### src/rtl/mem_port_arbiter.sv
// mem_port_arbiter: shares one single-ported unified memory between the fetch (IF)
// and load/store (DM) stages with a req/ack handshake, stalls and a timeout.
module mem_port_arbiter #(
  parameter int XLEN         = 32,
  parameter int TIMEOUT      = 255,
  parameter int STARVE_LIMIT = 4
) (
  input  logic            clk,
  input  logic            rst,
  input  logic            if_req,
  input  logic [XLEN-1:0] if_addr,
  output logic [XLEN-1:0] if_rdata,
  output logic            if_valid,
  input  logic            dm_req,
  input  logic            dm_we,
  input  logic [XLEN-1:0] dm_addr,
  input  logic [XLEN-1:0] dm_wdata,
  output logic [XLEN-1:0] dm_rdata,
  output logic            dm_valid,
  output logic            stall_f,
  output logic            stall_m,
  output logic            mem_req,
  output logic            mem_we,
  output logic [XLEN-1:0] mem_addr,
  output logic [XLEN-1:0] mem_wdata,
  input  logic [XLEN-1:0] mem_rdata,
  input  logic            mem_ack,
  output logic            acc_err
);

  localparam int TW = $clog2(TIMEOUT + 1);
  localparam int SW = $clog2(STARVE_LIMIT + 1);

  typedef enum logic [1:0] {
    IDLE   = 2'd0,
    BUSY_I = 2'd1,
    BUSY_D = 2'd2
  } state_t;

  state_t        state;
  logic [TW-1:0] to_cnt;
  logic [SW-1:0] starve_cnt;
  logic          if_pend;
  logic          dm_pend;
  logic          grant_if;
  logic          grant_dm;
  logic          timed_out;
  logic          starved;

  assign stall_f   = if_req & ~if_valid;
  assign stall_m   = dm_req & ~dm_valid;
  assign timed_out = (to_cnt == TW'(TIMEOUT - 1));
  assign starved   = (starve_cnt == SW'(STARVE_LIMIT));

  // Requesters in their valid cycle are retiring and must not be granted again.
  always_comb begin
    if_pend  = if_req & ~if_valid;
    dm_pend  = dm_req & ~dm_valid;
    grant_if = 1'b0;
    grant_dm = 1'b0;
    if (if_pend && (!dm_pend || starved)) begin
      grant_if = 1'b1;
    end else if (dm_pend) begin
      grant_dm = 1'b1;
    end else begin
      grant_if = 1'b0;
      grant_dm = 1'b0;
    end
  end

  always_ff @(posedge clk) begin
    if (rst) begin
      state      <= IDLE;
      to_cnt     <= '0;
      starve_cnt <= '0;
      mem_req    <= 1'b0;
      mem_we     <= 1'b0;
      mem_addr   <= '0;
      mem_wdata  <= '0;
      if_rdata   <= '0;
      dm_rdata   <= '0;
      if_valid   <= 1'b0;
      dm_valid   <= 1'b0;
      acc_err    <= 1'b0;
    end else begin
      if_valid <= 1'b0;
      dm_valid <= 1'b0;
      acc_err  <= 1'b0;
      case (state)
        IDLE: begin
          if (grant_if) begin
            mem_req    <= 1'b1;
            mem_we     <= 1'b0;
            mem_addr   <= if_addr;
            to_cnt     <= '0;
            starve_cnt <= '0;
            state      <= BUSY_I;
          end else if (grant_dm) begin
            mem_req   <= 1'b1;
            mem_we    <= dm_we;
            mem_addr  <= dm_addr;
            mem_wdata <= dm_wdata;
            to_cnt    <= '0;
            state     <= BUSY_D;
            // Only DM grants that overtake a waiting fetch count toward starvation.
            if (if_req) begin
              if (!starved) begin
                starve_cnt <= starve_cnt + SW'(1);
              end
            end else begin
              starve_cnt <= '0;
            end
          end
        end
        BUSY_I: begin
          if (mem_ack || timed_out) begin
            if_rdata <= mem_ack ? mem_rdata : '0;
            if_valid <= 1'b1;
            acc_err  <= ~mem_ack;
            mem_req  <= 1'b0;
            state    <= IDLE;
          end else begin
            to_cnt <= to_cnt + TW'(1);
          end
        end
        BUSY_D: begin
          if (mem_ack || timed_out) begin
            dm_rdata <= (mem_ack && !mem_we) ? mem_rdata : '0;
            dm_valid <= 1'b1;
            acc_err  <= ~mem_ack;
            mem_req  <= 1'b0;
            state    <= IDLE;
          end else begin
            to_cnt <= to_cnt + TW'(1);
          end
        end
        default: begin
          mem_req <= 1'b0;
          state   <= IDLE;
        end
      endcase
    end
  end

endmodule

### config.mk
export PLATFORM = sky130hd
export DESIGN_NAME = mem_port_arbiter
export DESIGN_NICKNAME = d
export VERILOG_FILES = /design/src/rtl/mem_port_arbiter.sv
export SDC_FILE = /design/constraint.sdc
export NUM_CORES = 1
export LEC_CHECK = 0
export ABC_AREA = 1
export BUFFER_PORTS_ARGS = -buffer_cell sky130_fd_sc_hd__buf_2
export CAP_MARGIN = 10
export CORE_MARGIN = 8
export CORE_UTILIZATION = 47
export CTS_CLUSTER_DIAMETER = 30
export DETAILED_ROUTE_END_ITERATION = 10
export HOLD_SLACK_MARGIN = 0.15
export MAX_ROUTING_LAYER = met4
export PLACE_DENSITY = 0.82
export SLEW_MARGIN = 20
export SYNTH_ARGS = -nofsm -noshare
export SYNTH_HDL_FRONTEND = slang
export SYNTH_SLANG_ARGS = --single-unit
### constraint.sdc
create_clock -name clk -period 1.83 [get_ports clk]
set_clock_uncertainty 0.05 [all_clocks]
set_input_delay 0.366 -clock clk [delete_from_list [all_inputs] [get_ports clk]]
set_output_delay 0.366 -clock clk [all_outputs]
set_load 0.02 [all_outputs]
**Word level (Yosys, flattened, before mapping)**

Cells that the tools add are included.

- Input bits: 134
- Word-level logic and storage cells: 78
- Register bits: 146

- Reductions and logical operators: 20
- Bitwise gates (word level): 10
- Add/sub/neg operators: 2
- Muxes and demuxes: 26
- Equality and inequality tests: 8

Operators with widths:

| cell | count |
|---|---|
| 32-bit two-way mux | 4 |
| 8-bit two-way mux | 3 |
| 8-bit one-hot mux with 2 select lines | 1 |
| 3-bit two-way mux | 4 |
| 1-bit two-way mux | 9 |
| 3-bit AND reduction | 3 |
| 8-bit by 1-bit adder with 8-bit output, second input constant | 1 |
| 8-bit equality test, second input constant | 1 |
| 1-bit NOT | 8 |
| 2-bit AND reduction | 4 |
| 2-bit two-way mux | 3 |
| 3-bit inequality test, second input constant | 2 |
| 2-bit OR reduction | 3 |
| 2-bit one-hot mux with 2 select lines | 1 |
| 2-bit nonzero test | 2 |
| 3-bit by 1-bit adder with 3-bit output, second input constant | 1 |
| 3-bit equality test, second input constant | 1 |
| 3-bit OR reduction | 1 |
| 1-bit bitwise AND | 2 |
| 2-bit by 1-bit equality test with 1-bit output, second input constant | 1 |
| 2-bit equality test, second input constant | 1 |
| 1-bit logical AND | 2 |
| 1-bit logical NOT | 2 |
| 2-bit logical NOT | 1 |
| other kinds (4) | 5 |

**Longest topological paths before layout**

- Depth in word-level cells: 9
- Gate-level depth with buffers: 11

**Worst setup path after synthesis**

No wires, ideal clock.

- Path type: reg-to-reg
- Start point: register state[0]
- End point: register to_cnt[1]
- Data arrival time: 1.417 ns
- Cell stages (with the launch flop): 11
- Library setup time: 0.112 ns
- Required time: 1.668 ns
- Slack: 0.252 ns
- Period minus slack after synthesis: 1.578 ns
- Cell sequence: dfxtp_1 > inv_1 > ha_1 > inv_1 > nor2_1 > nand2_2 > nand2_2 > nand2_2 > inv_1 > nor2_1 > nor2_1

- Word-level cells in the longest chain between the ends: 4
- Elaborated cells on any way between the ends: 9
- Those cells by class: 4 x eq/ne; 1 x mux; 4 x reduce/logical

RTL lines:

| item | RTL line | RTL |
|---|---|---|
| start, declared | 40 | `state_t state;` |
| start signal, assigned | 73 | `state <= IDLE;` |
| start signal, assigned | 97 | `state <= BUSY_I;` |
| start signal, assigned | 104 | `state <= BUSY_D;` |
| 2-bit equality test or 2-bit by 1-bit equality test with 1-bit output (tied branches) | 89 | `case (state)` |
| 2-bit OR reduction (no source line) | n/a |  |
| 2-bit inequality test (no source line) or 2-bit nonzero test (tied branches) | n/a |  |
| 3-bit AND reduction (no source line) | n/a |  |
| end signal, assigned | 123 | `to_cnt <= to_cnt + TW'(1);` |
| end signal, assigned | 134 | `to_cnt <= to_cnt + TW'(1);` |
| end, declared | 41 | `logic [TW-1:0] to_cnt;` |

Parallel ways exist; a longest one is shown, timed or not.
A chain may end at the register's enable or synchronous reset.

**Final worst setup path**

- Start point: register state[1]
- End point: register mem_req

- Word-level cells in the longest chain between the ends: 4
- Elaborated cells on any way between the ends: 8
- Those cells by class: 4 x eq/ne; 1 x mux; 3 x reduce/logical

RTL lines:

| item | RTL line | RTL |
|---|---|---|
| 2-bit equality test or 2-bit by 1-bit equality test with 1-bit output (tied branches) | 89 |  |
| 2-bit OR reduction (no source line) | n/a |  |
| 2-bit by 1-bit inequality test with 1-bit output (no source line) | n/a |  |
| 2-bit AND reduction (no source line) | n/a |  |
| end signal, assigned | 92 | `mem_req <= 1'b1;` |
| end signal, assigned | 99 | `mem_req <= 1'b1;` |
| end signal, assigned | 120 | `mem_req <= 1'b0;` |
| end, declared | 22 | `output logic mem_req,` |

Parallel ways exist; a longest one is shown, timed or not.

==> impl_metrics.ini <==
[detailed_routing]
via_per_inst = 4.90
vias = 6537
drc = 0
final_antenna_net_count = 0
wire_per_inst_microns = 15.2
drt_iter0_drc = 487
firstDrtPassIters = 5
wl_microns = 20200

[cts]
h-tree-depth = 4
cts_buffers = 17
cts_tree = built
worstSkewPairLatency_ps = 410
cts_buffer_depth = 2
cts_sinks = 146
path_clk_slew_ps = 60
cts_root_buf = clkbuf_16

[outcome]
status = completed

[final_layout]
area_growth_pct = 41.0
drive_gt1_share_pct = 29.6
final_cell_mix = buf_2 (268), nand2_1 (228), dfxtp_1 (146)
ff_latch_area_sq_um = 2920
fill_cells = 1052
nets = 1287
multi_input_area_sq_um = 2590
layout_commonest_cell = buf_2

[power]
combPwrFrac_pct = 21.1
power_w = 0.00887
internal_power_w = 0.00616
p_leak_nw = 4.50
p_seq_share_pct = 40.3
swShare_pct = 30.5
vdd_drop_max_mv = 0.855
p_clk_share_pct = 38.6
p_per_area_nw_per_um2 = 1030
switching_power_w = 0.00271

[place]
dp_hpwl_microns = 13600
pre_cts_slack_ps = 40.8
place.gp.congestion = 0.837
io_buffers = 268

[synthesis]
syn_inst = 856
synth_warnings = 0
synth.distinct_cells = 29
synth.largest_area_cell = dfxtp_1
synthTopCellsByArea = dfxtp_1 (48%), nand2_1 (14%), nand3_1 (9.3%)
synth_top_area_share_pct = 47.9
yosysSeqAreaShare_pct = 47.9
synth_nets = 997
synth_area_per_cell_sq_um = 7.13
synthesis.area_sq_um = 6110
ys_seq_elements = 146

[sta]
fin_crit_sh_pct = 93.5
worst_hold_slack_ps = 180
slew_viol_final = 0
worstMarginPinSlew_ps = 455
setup_slack_ps = 119
finalHoldViolations = 0
fmax_mhz = 584
layout_min_cycle_time_ps = 1710
max_slew_margin_pct = 69.7
finalSetupViolations = 0

[critical_path]
critPathSlowestCell = dfxtp_1
worstPathRequired_ps = 2120
cp-end-kind = flop
cp_max_fo = 5
critPathBufInv = 3
cp_top_family = simple AND/OR/NAND/NOR gates
worstPathArrival_ps = 2000
worstSetupPathType = reg2reg
critPathLaunchType = flop
cp_cell_sequence = inv_1, ha_4, inv_1, nor2_2, nand2_2, buf_4, nand2_1, nand2_1, a21oi_1
slowest_delay_ps = 380

[die]
start_util_pct = 48.2
die_area_sq_um = 16900
io_pins = 269
fp-row-count = 41
die_w_microns = 130
die_height_microns = 130
core-area_sq_um = 12700

[grt]
grt_overflow = 0
track_usage_pct = 24.1
grt_max_degree = 65
grt_pass1_vias = 6296
grt_pass1_wl_microns = 31100
antenna_found_initial = 3

[worst_hold_path]
hold_path_class = in2reg

[flow_run]
max-cap-violations = 0
[final timing paths]
| kind | start | to | slack, ps | cells past startpoint |
|---|---|---|---|---|
| max reg2reg | state[1]$_SDFFE_PP0P_ | mem_req$_SDFFE_PP0P_ | 120 | 9 |
| max | state[1]$_SDFFE_PP0P_ | mem_req$_SDFFE_PP0P_ | 120 | 9 |
| min | dm_wdata[2] | mem_wdata[2]$_SDFFE_PP0P_ | 180 | 3 |
| min reg2reg | mem_wdata[16]$_SDFFE_PP0P_ | mem_wdata[16]$_SDFFE_PP0P_ | 390 | 2 |
[timing repair]
item	in CTS	in global routing
endpoints found under the setup margin	2	41
gates cloned	0	2
resized for setup	1	5
hold buffers	33	0
pin swaps	0	4
buffers inserted	0	2
endpoints found under the hold margin	50	0
[registers in the layout, indices dropped and copies added (netlist names), 2 cells and up]
name,flops
starve_cnt,3
dm_rdata,32
if_rdata,32
state,2
mem_addr,32
to_cnt,8
mem_wdata,32
[per-stage QoR]
stage	setup TNS (ps)	std cells	instance area, sq um	util, %
after floorplan	0	856	6110	-
after global placement	0	1262	7610	60.1
after detailed placement	0	1262	7610	60.1
after CTS	0	1327	8530	67.4
after global routing	-54.3	1334	8610	67.9
final	0	1335	8610	67.9
[power by group through the flow]
stage	logic, W	registers (W)	clock network, W
6_report	0.00187	0.00357	0.00342
2_1_floorplan	0.000844	0.00392	0
3_3_place_gp	0.00174	0.00363	0
3_5_place_dp	0.00176	0.00364	0
5_1_grt	0.00207	0.00360	0.00364
4_1_cts	0.00183	0.00357	0.00349
[logic make-up after synthesis]
kind of cell	share of synthesized area [%]
buffers and inverters	10.2
DFF	47.9
AOI/OAI and AO/OA	9.30
and+or+nand+nor	31.1
adders and majority gates	1.43
[layout make-up]
cell class	count	area share (%)
Multi-Input combinational cell	568	30.1
Timing Repair Buffer	320	22.4
Antenna cell	4	0.116
Tap cell	172	2.50
Clock buffer	18	4.99
Inverter	93	4.07
Clock inverter	14	1.80
Sequential cell	146	34.0
[per-layer routing]
metal / vias to the layer above / share of wire, % / global-route usage [%]
li1: 3283 / - / -
met1: 2909 / 39 / 25.6
met2: 300 / 49 / 39.9
met3: 45 / 9.2 / 8.24
met4: 0 / 2.8 / 11.0
met5: - / 0 / -
[synthesized netlist by cell type]
cell type,number
a21oi_1,73
a31oi_1,1
buf_1,7
buf_2,22
buf_4,5
buf_6,5
clkbuf_1,12
clkinv_2,1
dfxtp_1,146
ha_1,7
inv_1,90
inv_2,2
nand2_1,228
nand2_2,8
nand2_4,1
nand3_1,113
nand3_2,1
nand3b_1,1
nand4_1,2
nor2_1,85
nor2_2,2
nor2_4,1
nor2_8,1
nor3b_1,1
nor4_1,1
o21ai_0,36
o21ai_2,1
o21bai_1,1
or2_2,2
[worst min-delay path: stages]
cell     delay, ps
buf_2           70
o21ai_0         70
a21oi_1        100
Power figures use the tool's default switching activity.
